File: config.mk
export PLATFORM = sky130hd
export DESIGN_NAME = arb4_rr
export DESIGN_NICKNAME = d
export VERILOG_FILES = /design/src/rtl/arb4_rr.sv
export SDC_FILE = /design/constraint.sdc
export NUM_CORES = 1
export LEC_CHECK = 0
export ABC_AREA = 1
export CAP_MARGIN = 20
export CORE_MARGIN = 4
export CORE_UTILIZATION = 47
export CTS_CLUSTER_SIZE = 30
export DETAILED_ROUTE_END_ITERATION = 16
export PLACE_DENSITY = 0.8
export SLEW_MARGIN = 20
export SYNTH_ARGS = -nofsm -noshare
export SYNTH_HDL_FRONTEND = slang
export SYNTH_SLANG_ARGS = --single-unit
File: constraint.sdc
create_clock -name CK -period 1.33 [get_ports CK]
set_input_delay 0.266 -clock CK [delete_from_list [all_inputs] [get_ports CK]]
set_output_delay 0.266 -clock CK [all_outputs]
set_load 0.02 [all_outputs]
File: src/rtl/arb4_rr.sv
// Four-requester round-robin arbiter with a registered one-hot grant, an optional
// hold limit that forces a release, and a mandatory idle cycle between owners.
module arb4_rr #(
    parameter int MAXHOLD = 16,
    parameter int CNTW    = 5
) (
    input  logic       CK,
    input  logic       RSTN,
    input  logic [3:0] REQ,
    input  logic       DONE,
    output logic [3:0] GNT,
    output logic [1:0] GID,
    output logic       BUSY,
    output logic       TOUT
);

    typedef enum logic {
        IDLE = 1'b0,
        OWN  = 1'b1
    } state_t;

    localparam logic            HOLD_EN  = (MAXHOLD != 0);
    localparam logic [CNTW-1:0] HOLD_LIM = CNTW'(MAXHOLD);
    localparam logic [CNTW-1:0] CNT_MAX  = '1;

    state_t          state, state_nxt;
    logic [CNTW-1:0] cnt, cnt_nxt;
    logic [1:0]      last, last_nxt;
    logic [1:0]      gid_nxt;
    logic [3:0]      gnt_nxt;
    logic            busy_nxt;
    logic            tout_nxt;
    logic [1:0]      win;
    logic            rel_norm;
    logic            rel_force;

    // First set request found scanning upward from the slot after the last owner.
    function automatic logic [1:0] pick_winner(input logic [3:0] req, input logic [1:0] prev);
        logic [1:0] idx;
        logic [1:0] sel;
        logic       found;
        sel   = prev;
        found = 1'b0;
        for (int i = 1; i <= 4; i++) begin
            idx = prev + 2'(i);
            if (!found && req[idx]) begin
                sel   = idx;
                found = 1'b1;
            end
        end
        return sel;
    endfunction

    assign win       = pick_winner(REQ, last);
    assign rel_norm  = DONE || !REQ[GID];
    assign rel_force = HOLD_EN && (cnt == HOLD_LIM);

    always_comb begin
        state_nxt = state;
        cnt_nxt   = cnt;
        last_nxt  = last;
        gid_nxt   = GID;
        gnt_nxt   = GNT;
        tout_nxt  = 1'b0;
        unique case (state)
            IDLE: begin
                cnt_nxt = '0;
                gnt_nxt = 4'b0000;
                if (REQ != 4'b0000) begin
                    state_nxt = OWN;
                    gid_nxt   = win;
                    gnt_nxt   = 4'b0001 << win;
                    cnt_nxt   = CNTW'(1);
                end
            end
            OWN: begin
                if (rel_norm || rel_force) begin
                    state_nxt = IDLE;
                    gnt_nxt   = 4'b0000;
                    last_nxt  = GID;
                    cnt_nxt   = '0;
                    // An ordinary release on the expiry edge suppresses the timeout pulse.
                    tout_nxt  = !rel_norm;
                end else if (cnt != CNT_MAX) begin
                    cnt_nxt = cnt + CNTW'(1);
                end
            end
            default: state_nxt = IDLE;
        endcase
        busy_nxt = (state_nxt == OWN);
    end

    always_ff @(posedge CK or negedge RSTN) begin
        if (!RSTN) begin
            state <= IDLE;
            cnt   <= '0;
            last  <= 2'd3;
            GID   <= 2'd0;
            GNT   <= 4'b0000;
            BUSY  <= 1'b0;
            TOUT  <= 1'b0;
        end else begin
            state <= state_nxt;
            cnt   <= cnt_nxt;
            last  <= last_nxt;
            GID   <= gid_nxt;
            GNT   <= gnt_nxt;
            BUSY  <= busy_nxt;
            TOUT  <= tout_nxt;
        end
    end

endmodule

# Word-level counts from Yosys, hierarchy flattened
# Index checks and enable logic that the tools add are counted.
word_totals:
  mem_count: 0
  out_inout_bits: 8
  ram_bits: 0
  elab_cells: 63
  latchBits: 0
  rom_bits: 0
  reg_bits: 15
classes:
  n_eq_ne: 4
  shifts: 1
  reduce_logical: 13
  n_mux: 29
  n_div: 0
  bitwise: 1
  n_lt_le_gt_ge: 5
  n_addsub: 4
  mul: 0
ops:
  columns: ["op", "n"]
  rows:
  - ["$lt 2x3->1 const B", 5]
  - ["$mux 1", 13]
  - ["$bmux 1 s2", 5]
  - ["$mux 5", 2]
  - ["$pmux 5 s2", 1]
  - ["$mux 2", 4]
  - ["$mux 4", 2]
  - ["$pmux 4 s2", 1]
  - ["$add 5x1->5 const B", 1]
  - ["$eq 5x5->1 const B", 1]
  - ["$logic_not 1->1", 5]
  - ["$ne 5x5->1 const B", 1]
  - ["$add 2x2->2 const B", 2]
  - ["$reduce_and 2->1", 2]
  - ["$reduce_bool 4->1", 1]
  - ["$shl 1x2->4 const A", 1]
  - ["$logic_and 1x1->1", 3]
  - ["$ne 3x1->1 const B", 1]
  - ["$add 2x1->2 const B", 1]
  - ["$logic_or 1x1->1", 2]
  - ["$ne 2x1->1 const B", 1]
  - ["$pmux 1 s2", 1]
  - ["$not 1->1", 1]

# Longest topological paths before layout
logic_depth:
  depth_word: 16
  mapped_depth: 12
  mapped_depth_nobuf: 12

# Least setup slack after synthesis
# OpenSTA, ideal clock, no wires.
synth_path:
  path_kind: "reg2reg"
  from: "register cnt[0]"
  to: "register cnt[3]"
  path_stages_with_launch: 8
  setup_slack_ps: -148
  arrival_ps: 1404
  synth_period_minus_slack_ps: 1478
  cell_sequence: "dfrtp_1 -> ha_1 -> and3_1 -> ha_1 -> inv_1 -> nand4_1 -> xor2_1 -> nor2_1"
synth_between:
  elab_chain_len: 4
  word_cells_on_any_way: 8
  classes_between: "1 x add/sub; 3 x eq/ne; 3 x mux; 1 x reduce/logical"
synth_lines:
  columns: ["element", "line_no", "rtl"]
  rows:
  - ["from (decl)", "27", "logic [CNTW-1:0] cnt, cnt_nxt;"]
  - ["from (signal assigned)", "104", "cnt <= cnt_nxt;"]
  - ["$add 5x1->5 / $eq 5x5->1 (equally long branches)", "85, 56", null]
  - ["$mux 5 / $logic_or 1x1->1 (equally long branches)", "84, 77", null]
  - ["$mux 5", "77", "if (rel_norm || rel_force) begin"]
  - ["$pmux 5 s2", "65", "unique case (state)"]
# Parallel ways exist; a longest one is shown, timed or not. The select of a mux whose other input is x is not followed.
# A chain may end at the register's enable or synchronous reset.

# Worst setup path after layout
layout_path:
  from: "register last[0]"
  to: "register GNT[2]"
layout_between:
  elab_chain_len: 16
  word_cells_on_any_way: 27
  classes_between: "3 x add/sub; 1 x shift; 17 x mux; 6 x reduce/logical"
layout_lines:
  columns: ["element", "line_no", "rtl"]
  rows:
  - ["from (decl)", "28", "logic [1:0] last, last_nxt;"]
  - ["from (signal assigned)", "105", "last <= last_nxt;"]
  - ["$add 2x1->2", "45", "idx = prev + 2'(i);"]
  - ["$bmux 1 s2", "46", "if (!found && req[idx]) begin"]
  - ["$mux 1 (not written as such)", "46", null]
  - ["$mux 1", "46", null]
  - ["$logic_not 1->1", "46", null]
  - ["$logic_and 1x1->1", "46", null]
  - ["$mux 1", "46", null]
  - ["$logic_not 1->1", "46", null]
  - ["$logic_and 1x1->1", "46", null]
  - ["$mux 1", "46", null]
  - ["$logic_not 1->1", "46", null]
  - ["$logic_and 1x1->1", "46", null]
  - ["$mux 2 (*)", "46", null]
  - ["$shl 1x2->4 (*)", "72", "gnt_nxt = 4'b0001 << win;"]
  - ["$mux 4 (*)", "69", "if (REQ != 4'b0000) begin"]
  - ["$pmux 4 s2 (*)", "65", null]
  - ["to (signal assigned)", "107", "GNT <= gnt_nxt;"]
  - ["to (decl)", "11", "output logic [3:0] GNT,"]
# Every way passes the cells marked *; elsewhere a longest branch is shown, timed or not. The select of a mux whose other input is x is not followed.

==> reports/results.ini <==
[outcome]
status=finished with violations
violations=negative setup slack

[clock_tree]
cts_buffers=3
clkSlewWorstSetupHoldPaths_ns=0.09
clock-sinks=15
tritoncts=built
ctsHoldBuffers=0
clockBufferDepth=2
htreeDepth=1
cts_root_buffer=clkbuf_4
worstSkewPairLatency_ns=0.29

[worst_setup_path]
crit_arrival_ns=1.87
reg2reg_depth=12
endpoint_kind=flip-flop
critPathLaunch=last[0]
reg2reg_from=last[0]
crit_required_ns=1.56
critical_path_class=flip-flop to flip-flop
crit_fanout=7
start_kind=flip-flop

[cells_and_area]
antenna_cells=0
area_growth_pct=56.58
stdcell_area_um2=1593
finalNetCount=202
nFillCells=115
drive_gt1_frac=0.4869
fin_util=0.7956
instances_no_fill=218
seq_area_um2=379.1
multi_input_area_um2=742.0

[die]
pin_count=15
die_area_um2=2972
core-area_um2=2002
start_util=0.5081
die_w_um=54.52
die_h_um=54.52
num_rows=16

[logic_synthesis]
syn_avg_cell_area_um2=6.967
ys_seq_elements=15
synth_ff_type=dfrtp_1
synth-async-reset-ratio=1.000
yosysMostFrequentCell=nand2_1
synth_commonest_cells=nand2_1 (66), dfrtp_1 (13), inv_1 (11), nand3_1 (11), nor2_1 (9)
yosys.area_share.simple=0.4674
synth_nets=156
synth-adder-area-share=0.03690
synth_xor_area_frac=0.01722
yosysTopAreaCell=dfrtp_1
synth_edf_count=0
synth_top_area_share=0.3198
ys_seq_area_frac=0.3715
yosys_warnings=0
synth_top_family_by_area=simple AND/OR/NAND/NOR gates
yosys-top-cells-area=dfrtp_1 (32%), nand2_1 (24%), nand3_1 (5.4%), dfstp_2 (5.2%), nand2_4 (4.4%)
synth_compound_area_frac=0.04182
synth_cell_types=23
netlist_area_um2=1017
synthCells=146
synthMuxAreaShare=0

[placement]
dp_hpwl_um=1976
dpl.cell_count=204
io_buffers=14
dp_slack_ns=-0.4365
routabilityCongestion=0.7604
placed_cell_area_um2=1358

[sta]
period_needed_ns=1.639
rsz0062_at_grt=yes
worst_slack_ns=-0.3093
worstMarginPinSlew_ns=0.2839
whs_ns=0.2160
skew_ns=0.005044
finalHoldViolations=0
final_max_slew_viol_count=0
setup_viol=15
clock.fmax_ghz=0.6100
min_period_over_period=1.233
slew_headroom=0.8101
setup_tns_ns=-3.086

[drt]
drtIter0Drc=42
routed_wl_um=3535
vias_per_cell=5.491
drc_errors=0
route.antenna.remaining_nets=0
vias=1197
drtPass1Iterations=4
wire_per_inst_um=16.22

[pwr]
power_density_nw_per_um2=2425
peakVddDrop_v=0.001553
p_total_mw=3.862
leakage_nw=0.8183

[global_routing]
grt_pass1_vias=1148
track_usage=0.2217
antenna_found_initial=0
grt_pass1_wl_um=4761
grt_max_degree=11
grt_overflow=0

[min_path]
hold_class=input port to asynchronous set/reset pin

[run]
drv_cap=0

## kinds of logic after synthesis
logic type,Yosys count
simple gates,103
fa+ha+maj,3
compound gates,8
buf+inv,15
xor+xnor,2
flops,15
## path summary, 6_finish.rpt
kind                               end  slack (ns)
worst max-delay path            GNT[2]       -0.31
worst max register to register  GNT[2]       -0.31
min in group CK                 GNT[2]        0.50
worst min register to register  GNT[2]        0.50
max in group asynchronous       GID[0]        0.67
worst min-delay path             state        0.22
## per-layer routing
metal | vias to the layer above | GRT usage | share of wire
met5 | - | 0 | 0
met4 | 0 | 0.07469 | 0.035
met3 | 18 | 0.03815 | 0.059
met2 | 67 | 0.3865 | 0.50
met1 | 566 | 0.2736 | 0.41
li1 | 546 | - | -
## worst max-delay path, cell delays in order (launching register included)
cell and delay, ns:
dfstp_2 0.61, inv_4 0.08, nand2_2 0.10, nand2_4 0.07
nand2_4 0.09, nand2_4 0.08, inv_4 0.07, nand3_4 0.08
nand2_1 0.07, nand2_1 0.06, nor2_2 0.14, nand2_1 0.06
nand2_1 0.06
## registers in the layout (all words and copies together) (netlist names)
signal,flops
last,2
GNT,4
GID,2
state,1
TOUT,1
cnt,5
## power breakdown
group | leakage [nW] | switching (mW) | internal, mW
combinational | 0.612 | 1.65 | 1.16
sequential | 0.191 | 0.173 | 0.619
clock | 0.0150 | 0.151 | 0.117
## layout make-up
cell class | instances | share of cell area
Inverter | 14 | 0.03771
Sequential cell | 15 | 0.2380
Clock buffer | 4 | 0.01650
Tap cell | 27 | 0.02121
Multi-Input combinational cell | 116 | 0.4658
Timing Repair Buffer | 42 | 0.2207
## layout by cell type, fill, tap and decap left out, types with 2 or more instances in the layout
master / n
ha_4: 2
nor2_2: 3
buf_4: 24
nor2_1: 7
xor2_1: 2
nand3_4: 2
inv_1: 6
clkbuf_4: 3
nand2_4: 11
dlygate4sd2_1: 8
dfrtp_1: 12
buf_6: 4
dfstp_2: 2
nand3_1: 9
nand2_1: 44
a21oi_2: 4
nand2_2: 21
inv_2: 5
nand3_2: 2
inv_4: 3
clkdlybuf4s50_1: 4
## what timing repair did
| item | in CTS | in global routing |
|---|---|---|
| hold endpoints to repair | 0 | 0 |
| buffers inserted | 7 | 3 |
| pin swaps | 10 | 13 |
| resized for setup | 27 | 32 |
| setup endpoints to repair | 20 | 17 |
Power figures use the tool's default switching activity.
